--- src/rtl/intpol2_d4_ctrl_pkg.sv ---
// Shared encodings for the quadratic-interpolation controller: FSM states and
// the xi/xi^2 generator step selects.
package intpol2_d4_ctrl_pkg;

   typedef enum logic [2:0] {
      ST_IDLE  = 3'd0,
      ST_P0    = 3'd1,
      ST_P1    = 3'd2,
      ST_P2    = 3'd3,
      ST_COEF  = 3'd4,
      ST_MUL1  = 3'd5,
      ST_MUL2  = 3'd6,
      ST_FETCH = 3'd7
   } state_e;

   localparam logic [1:0] SEL_XI2_LOAD = 2'd0;
   localparam logic [1:0] SEL_XI2_INC  = 2'd1;
   localparam logic [1:0] SEL_XI2_HOLD = 2'd2;

endpackage

--- src/rtl/intpol2_d4_ctrl.sv ---
// Sequencer for the quadratic-interpolation datapath: primes the sample window,
// strobes coefficients, then emits N results per input interval over a shared multiplier.
module intpol2_d4_ctrl
   import intpol2_d4_ctrl_pkg::*;
#(
   parameter int CNT_W = 6
) (
   input  logic             clk,
   input  logic             rstn,
   input  logic             start,
   input  logic             stop,
   input  logic [CNT_W-1:0] cfg_n,
   input  logic             in_valid,
   output logic             in_ready,
   output logic             out_valid,
   input  logic             out_ready,
   output logic             busy,
   output logic             clear,
   output logic             Ld_M0,
   output logic             Ld_M1,
   output logic             Ld_M2,
   output logic             en_stream,
   output logic             op_1,
   output logic             Ld_p1_xi,
   output logic             sel_mult,
   output logic             en_sum,
   output logic [1:0]       sel_xi2,
   output logic             Ld_y
);

   localparam logic [CNT_W-1:0] ONE = CNT_W'(1);

   state_e           state_q, state_d;
   logic [CNT_W-1:0] cnt_q, cnt_d;
   logic [CNT_W-1:0] n_q, n_d;
   logic             stop_pend_q, stop_pend_d;
   logic             stop_any;
   logic             is_last;

   // A stop seen this very cycle counts as already pending.
   assign stop_any = stop_pend_q | stop;
   assign is_last  = (cnt_q == (n_q - ONE));

   always_ff @(posedge clk or negedge rstn) begin
      if (!rstn) begin
         state_q     <= ST_IDLE;
         cnt_q       <= '0;
         n_q         <= ONE;
         stop_pend_q <= 1'b0;
      end else begin
         state_q     <= state_d;
         cnt_q       <= cnt_d;
         n_q         <= n_d;
         stop_pend_q <= stop_pend_d;
      end
   end

   always_comb begin
      state_d     = state_q;
      cnt_d       = cnt_q;
      n_d         = n_q;
      stop_pend_d = stop_pend_q;
      in_ready    = 1'b0;
      out_valid   = 1'b0;
      clear       = 1'b0;
      Ld_M0       = 1'b0;
      Ld_M1       = 1'b0;
      Ld_M2       = 1'b0;
      en_stream   = 1'b0;
      op_1        = 1'b0;
      Ld_p1_xi    = 1'b0;
      sel_mult    = 1'b0;
      en_sum      = 1'b0;
      sel_xi2     = SEL_XI2_HOLD;
      busy        = (state_q != ST_IDLE);

      if ((state_q != ST_IDLE) && stop) begin
         stop_pend_d = 1'b1;
      end

      case (state_q)
         ST_IDLE: begin
            if (start) begin
               n_d     = (cfg_n == '0) ? ONE : cfg_n;
               state_d = ST_P0;
            end
         end
         ST_P0: begin
            in_ready = 1'b1;
            if (in_valid) begin
               Ld_M0   = 1'b1;
               state_d = stop_any ? ST_IDLE : ST_P1;
            end
         end
         ST_P1: begin
            in_ready = 1'b1;
            if (in_valid) begin
               Ld_M1   = 1'b1;
               state_d = stop_any ? ST_IDLE : ST_P2;
            end
         end
         ST_P2: begin
            in_ready = 1'b1;
            if (in_valid) begin
               Ld_M2   = 1'b1;
               clear   = 1'b1;
               state_d = stop_any ? ST_IDLE : ST_COEF;
            end
         end
         ST_COEF: begin
            op_1    = 1'b1;
            state_d = ST_MUL1;
         end
         ST_MUL1: begin
            Ld_p1_xi = 1'b1;
            state_d  = ST_MUL2;
         end
         ST_MUL2: begin
            sel_mult  = 1'b1;
            out_valid = 1'b1;
            // Without out_ready everything stays frozen so the result holds.
            if (out_ready) begin
               if (!is_last) begin
                  en_sum  = 1'b1;
                  sel_xi2 = (cnt_q == '0) ? SEL_XI2_LOAD : SEL_XI2_INC;
                  cnt_d   = cnt_q + ONE;
                  state_d = ST_MUL1;
               end else begin
                  cnt_d   = '0;
                  state_d = stop_any ? ST_IDLE : ST_FETCH;
               end
            end
         end
         ST_FETCH: begin
            in_ready = 1'b1;
            if (in_valid) begin
               en_stream = 1'b1;
               clear     = 1'b1;
               state_d   = ST_COEF;
            end
         end
         default: state_d = ST_IDLE;
      endcase

      if (state_d == ST_IDLE) begin
         stop_pend_d = 1'b0;
      end
   end

   assign Ld_y = out_valid;

endmodule

--- config.mk ---
export PLATFORM = sky130hd
export DESIGN_NAME = intpol2_d4_ctrl
export DESIGN_NICKNAME = d
export VERILOG_FILES = /design/src/rtl/intpol2_d4_ctrl_pkg.sv /design/src/rtl/intpol2_d4_ctrl.sv
export SDC_FILE = /design/constraint.sdc
export NUM_CORES = 1
export LEC_CHECK = 0
export CAP_MARGIN = 5
export CORE_ASPECT_RATIO = 1.2
export CORE_UTILIZATION = 52
export CTS_BUF_LIST = sky130_fd_sc_hd__clkbuf_16
export DETAILED_ROUTE_END_ITERATION = 12
export GPL_TIMING_DRIVEN = 0
export PLACE_DENSITY = 0.9
export SYNTH_ARGS = -nofsm -noshare
export SYNTH_HDL_FRONTEND = slang
export SYNTH_SLANG_ARGS = --single-unit
--- constraint.sdc ---
create_clock -name clk -period 3.3 [get_ports clk]
set_input_delay 0.66 -clock clk [delete_from_list [all_inputs] [get_ports clk]]
set_output_delay 0.66 -clock clk [all_outputs]
set_load 0.005 [all_outputs]
==> results of run 1 <==
==> metrics by stage <==
| stage | setup WS [ns] | cells |
|---|---|---|
| 2_1_floorplan | 0.848 | 130 |
| 3_3_place_gp | 0.209 | 186 |
| 3_5_place_dp | 0.173 | 186 |
| 4_1_cts | 0.0453 | 191 |
| 5_1_grt | 0.00370 | 192 |
| 6_report | 0.110 | 192 |
==> cell usage after synthesis, drive strengths merged (2+ instances only) <==
master	count	share of area [%]
mux2	4	4.0
a31oi	2	1.7
nor2b	4	2.2
dfrtp	15	33
nor2	13	4.3
o21ai	6	2.7
nor4	2	1.7
a21boi	2	1.3
inv	10	3.3
nand2	13	4.3
nor3	3	1.3
a21oi	8	3.9
buf	4	3.3
clkbuf	4	1.3
xor2	2	1.6
or3	3	1.7
nand3	5	2.2
ha	3	3.3
and2	3	1.7
and3	2	1.1
xnor2	4	3.1
==> routing by layer <==
layer	track usage (%)	share of wire, %	routed length [µm]
met1	29.2	42	1160
met2	47.3	52	1430
met3	2.39	4.0	110
met4	14.6	2.1	57
met5	0	0	0
==> worst register-to-register path, delay by kind of cell, from the launching register on <==
family                   cells  cell delay [ns]
flip-flops                   1             0.58
AND/OR/NAND/NOR              2             0.38
AO/OA/AOI/OAI                2             0.33
adder cells (fa/ha/maj)      1             0.30
buffers and inverters        2             0.28
XOR/XNOR                     1             0.15
==> where the power goes <==
group | total (mW) | switching [mW] | internal, mW
sequential | 0.375 | 0.0950 | 0.280
clock | 0.237 | 0.0761 | 0.161
combinational | 0.783 | 0.388 | 0.396
total | 1.39 | 0.559 | 0.836
==> path summary, 6_finish.rpt <==
path,startpoint,end,slack [ns],depth (start not counted)
worst max-delay path,n_q[0],sel_xi2[0],0.11,8
worst max register to register,n_q[0],cnt_q[4],1.15,8
worst min-delay path,n_q[5],n_q[5],0.55,1
min in group asynchronous,rstn,n_q[4],0.85,1
worst min register to register,n_q[5],n_q[5],0.55,1
max in group asynchronous,rstn,cnt_q[1],1.98,1
==> cell type report <==
cell class              instances  area [µm²]  area share, %
repair buffers                 29         283           18.5
inverters                      10        37.5           2.46
clock buffers                   3        75.1           4.92
plain buffers                   7        48.8           3.20
well taps                      30        37.5           2.46
multi-input cells              96         639           41.9
flip-flops and latches         16         402           26.3
clock inverters                 1        3.75          0.246
==> repair_timing <==
action	4_1_cts	5_1_grt
setup buffers	1	2
setup endpoints to repair	2	2
gates resized for setup	1	0
pin swaps	1	2
==> cell families (layout without fill, tap and decap cells) <==
logic type	after synthesis	in the layout	synth area share, %
simple gates	54	54	26.0
mux	5	5	4.90
compound gates	28	28	17.3
buf+inv	18	50	8.03
fa+ha+maj	3	3	3.34
xor+xnor	6	6	4.68
flops	16	16	35.8
==> sequential cells by signal, indices dropped and copies added (netlist names) <==
register,count
n_q,6
cnt_q,6
state_q,3
stop_pend_q,1
==> layout by cell type (no fill, tap or decap), types with 3 or more instances in the layout <==
cell type	netlist	final
inv_1	10	10
mux2_2	4	4
buf_4	2	5
xnor2_1	4	4
nor2b_1	4	4
and2_1	3	3
nor2_1	13	13
o21ai_0	4	4
clkdlybuf4s50_1	0	26
a21oi_1	7	7
clkbuf_16	0	3
ha_1	3	3
clkbuf_1	4	3
or3_1	3	3
nand3_1	5	5
nand2_1	13	13
nor3_1	3	3
dfrtp_1	15	15
==> flow_metrics.env, run 1 <==
export IMPL_finalPower_mw=1.39
export IMPL_clk_pin_slew_worst_paths_ns=0.05
export IMPL_cts_buffer_depth=2
export IMPL_dr_first_iter_drc_count=22
export IMPL_critical_path_class="reg2out"
export IMPL_path_max_fanout=6
export IMPL_vias_per_cell=5.55
export IMPL_drive_gt1_share_pct=12.3
export IMPL_crit_path_end_kind="output pin"
export IMPL_grt_first_pass_wirelength_mm=4.43
export IMPL_path_cells="inv_1 -> ha_1 -> xor2_1 -> nand2_1 -> nor4b_4 -> a21oi_2 -> a21boi_1 -> clkdlybuf4s50_1"
export IMPL_grt_use_total_pct=26.1
export IMPL_yosysWarnings=0
export IMPL_required_ns=2.64
export IMPL_place_gp_congestion=0.835
export IMPL_cp_slowest_stage_delay_ns=0.58
export IMPL_period_needed_ns=3.19
export IMPL_ant_nets=0
export IMPL_netlist_instances=130
export IMPL_route_detailed_drc=0
export IMPL_portBuffers=26
export IMPL_nets=178
export IMPL_synth_seq_cells=16
export IMPL_numCtsBuffers=3
export IMPL_critical_path_top_delay_family="buffers and inverters"
export IMPL_dr_pass1_iters=4
export IMPL_cp_start_kind="register"
export IMPL_rsz0062_at_grt="false"
export IMPL_fin_util_pct=74.5
export IMPL_maxCapViolations=0
export IMPL_wl_per_cell_um=14.3
export IMPL_clkSinkCount=16
export IMPL_power_density_nw_per_um2=914
export IMPL_ys_flop_type="dfrtp_1"
export IMPL_grt_pass1_vias=989
export IMPL_drt_total_wl_mm=2.75
export IMPL_hold_buffers=0
export IMPL_synthArstFlopShare_pct=100
export IMPL_setup_viol=0
export IMPL_syn_to_final_growth_pct=36.0
export IMPL_yosysSeqAreaShare_pct=35.8
export IMPL_skew_ns=0.00491
export IMPL_maxSlewHeadroom_pct=51.0
export IMPL_leakage_nw=0.648
export IMPL_fillers=141
export IMPL_grt_overflow_total=0
export IMPL_whs_ns=0.546
export IMPL_synth_cell_types=45
export IMPL_fin_tns_setup_ns=0
export IMPL_syn_area_um2=1120
export IMPL_antenna_found_initial=0
export IMPL_slowest_stage="dfstp_2"
export IMPL_crit_buf_inv=2
export IMPL_place_hpwl_mm=1.99
export IMPL_coreArea_um2=2050
export IMPL_vias=1066
export IMPL_die_h_um=52.9
export IMPL_io_pins=27
export IMPL_finalHoldViolCount=0
export IMPL_row_count=18
export IMPL_diodes=0
export IMPL_htree_num_levels=1
export IMPL_drv_slew=0
export IMPL_grt_max_degree=17
export IMPL_status="completed"
export IMPL_fin_area_um2=1530
export IMPL_die_width_um=44.4
export IMPL_finalCritPeriodShare_pct=96.7
export IMPL_syn_nets=145
export IMPL_initial_core_util_pct=54.8
export IMPL_dpl_cell_area_um2=1420
export IMPL_hold_path_class="reg2reg"
export IMPL_crit_arrival_ns=2.53
export IMPL_synth_avg_cell_area_um2=8.63
export IMPL_die_area_um2=2350
export IMPL_fmax_ghz=0.313
export IMPL_root_buffer="clkbuf_16"
export IMPL_irDropWorstVdd_v=0.000604
export IMPL_insertion_delay_ns=0.25
export IMPL_synth_edf_count=0
export IMPL_cts_tree="built"
export IMPL_max_slew_worst_pin_slew_ns=0.733
Note: power is estimated with default switching activity, not from simulation.
==> inputs of run 2 (changes only) <==
--- a/config.mk
+++ b/config.mk
@@ -5,6 +5,7 @@
 export SDC_FILE = /design/constraint.sdc
 export NUM_CORES = 1
 export LEC_CHECK = 0
+export ABC_AREA = 0
 export CAP_MARGIN = 5
 export CORE_ASPECT_RATIO = 1.2
 export CORE_UTILIZATION = 52
==> results of run 2 <==
Final layout, timing and power as in run 1 (identical DEF).
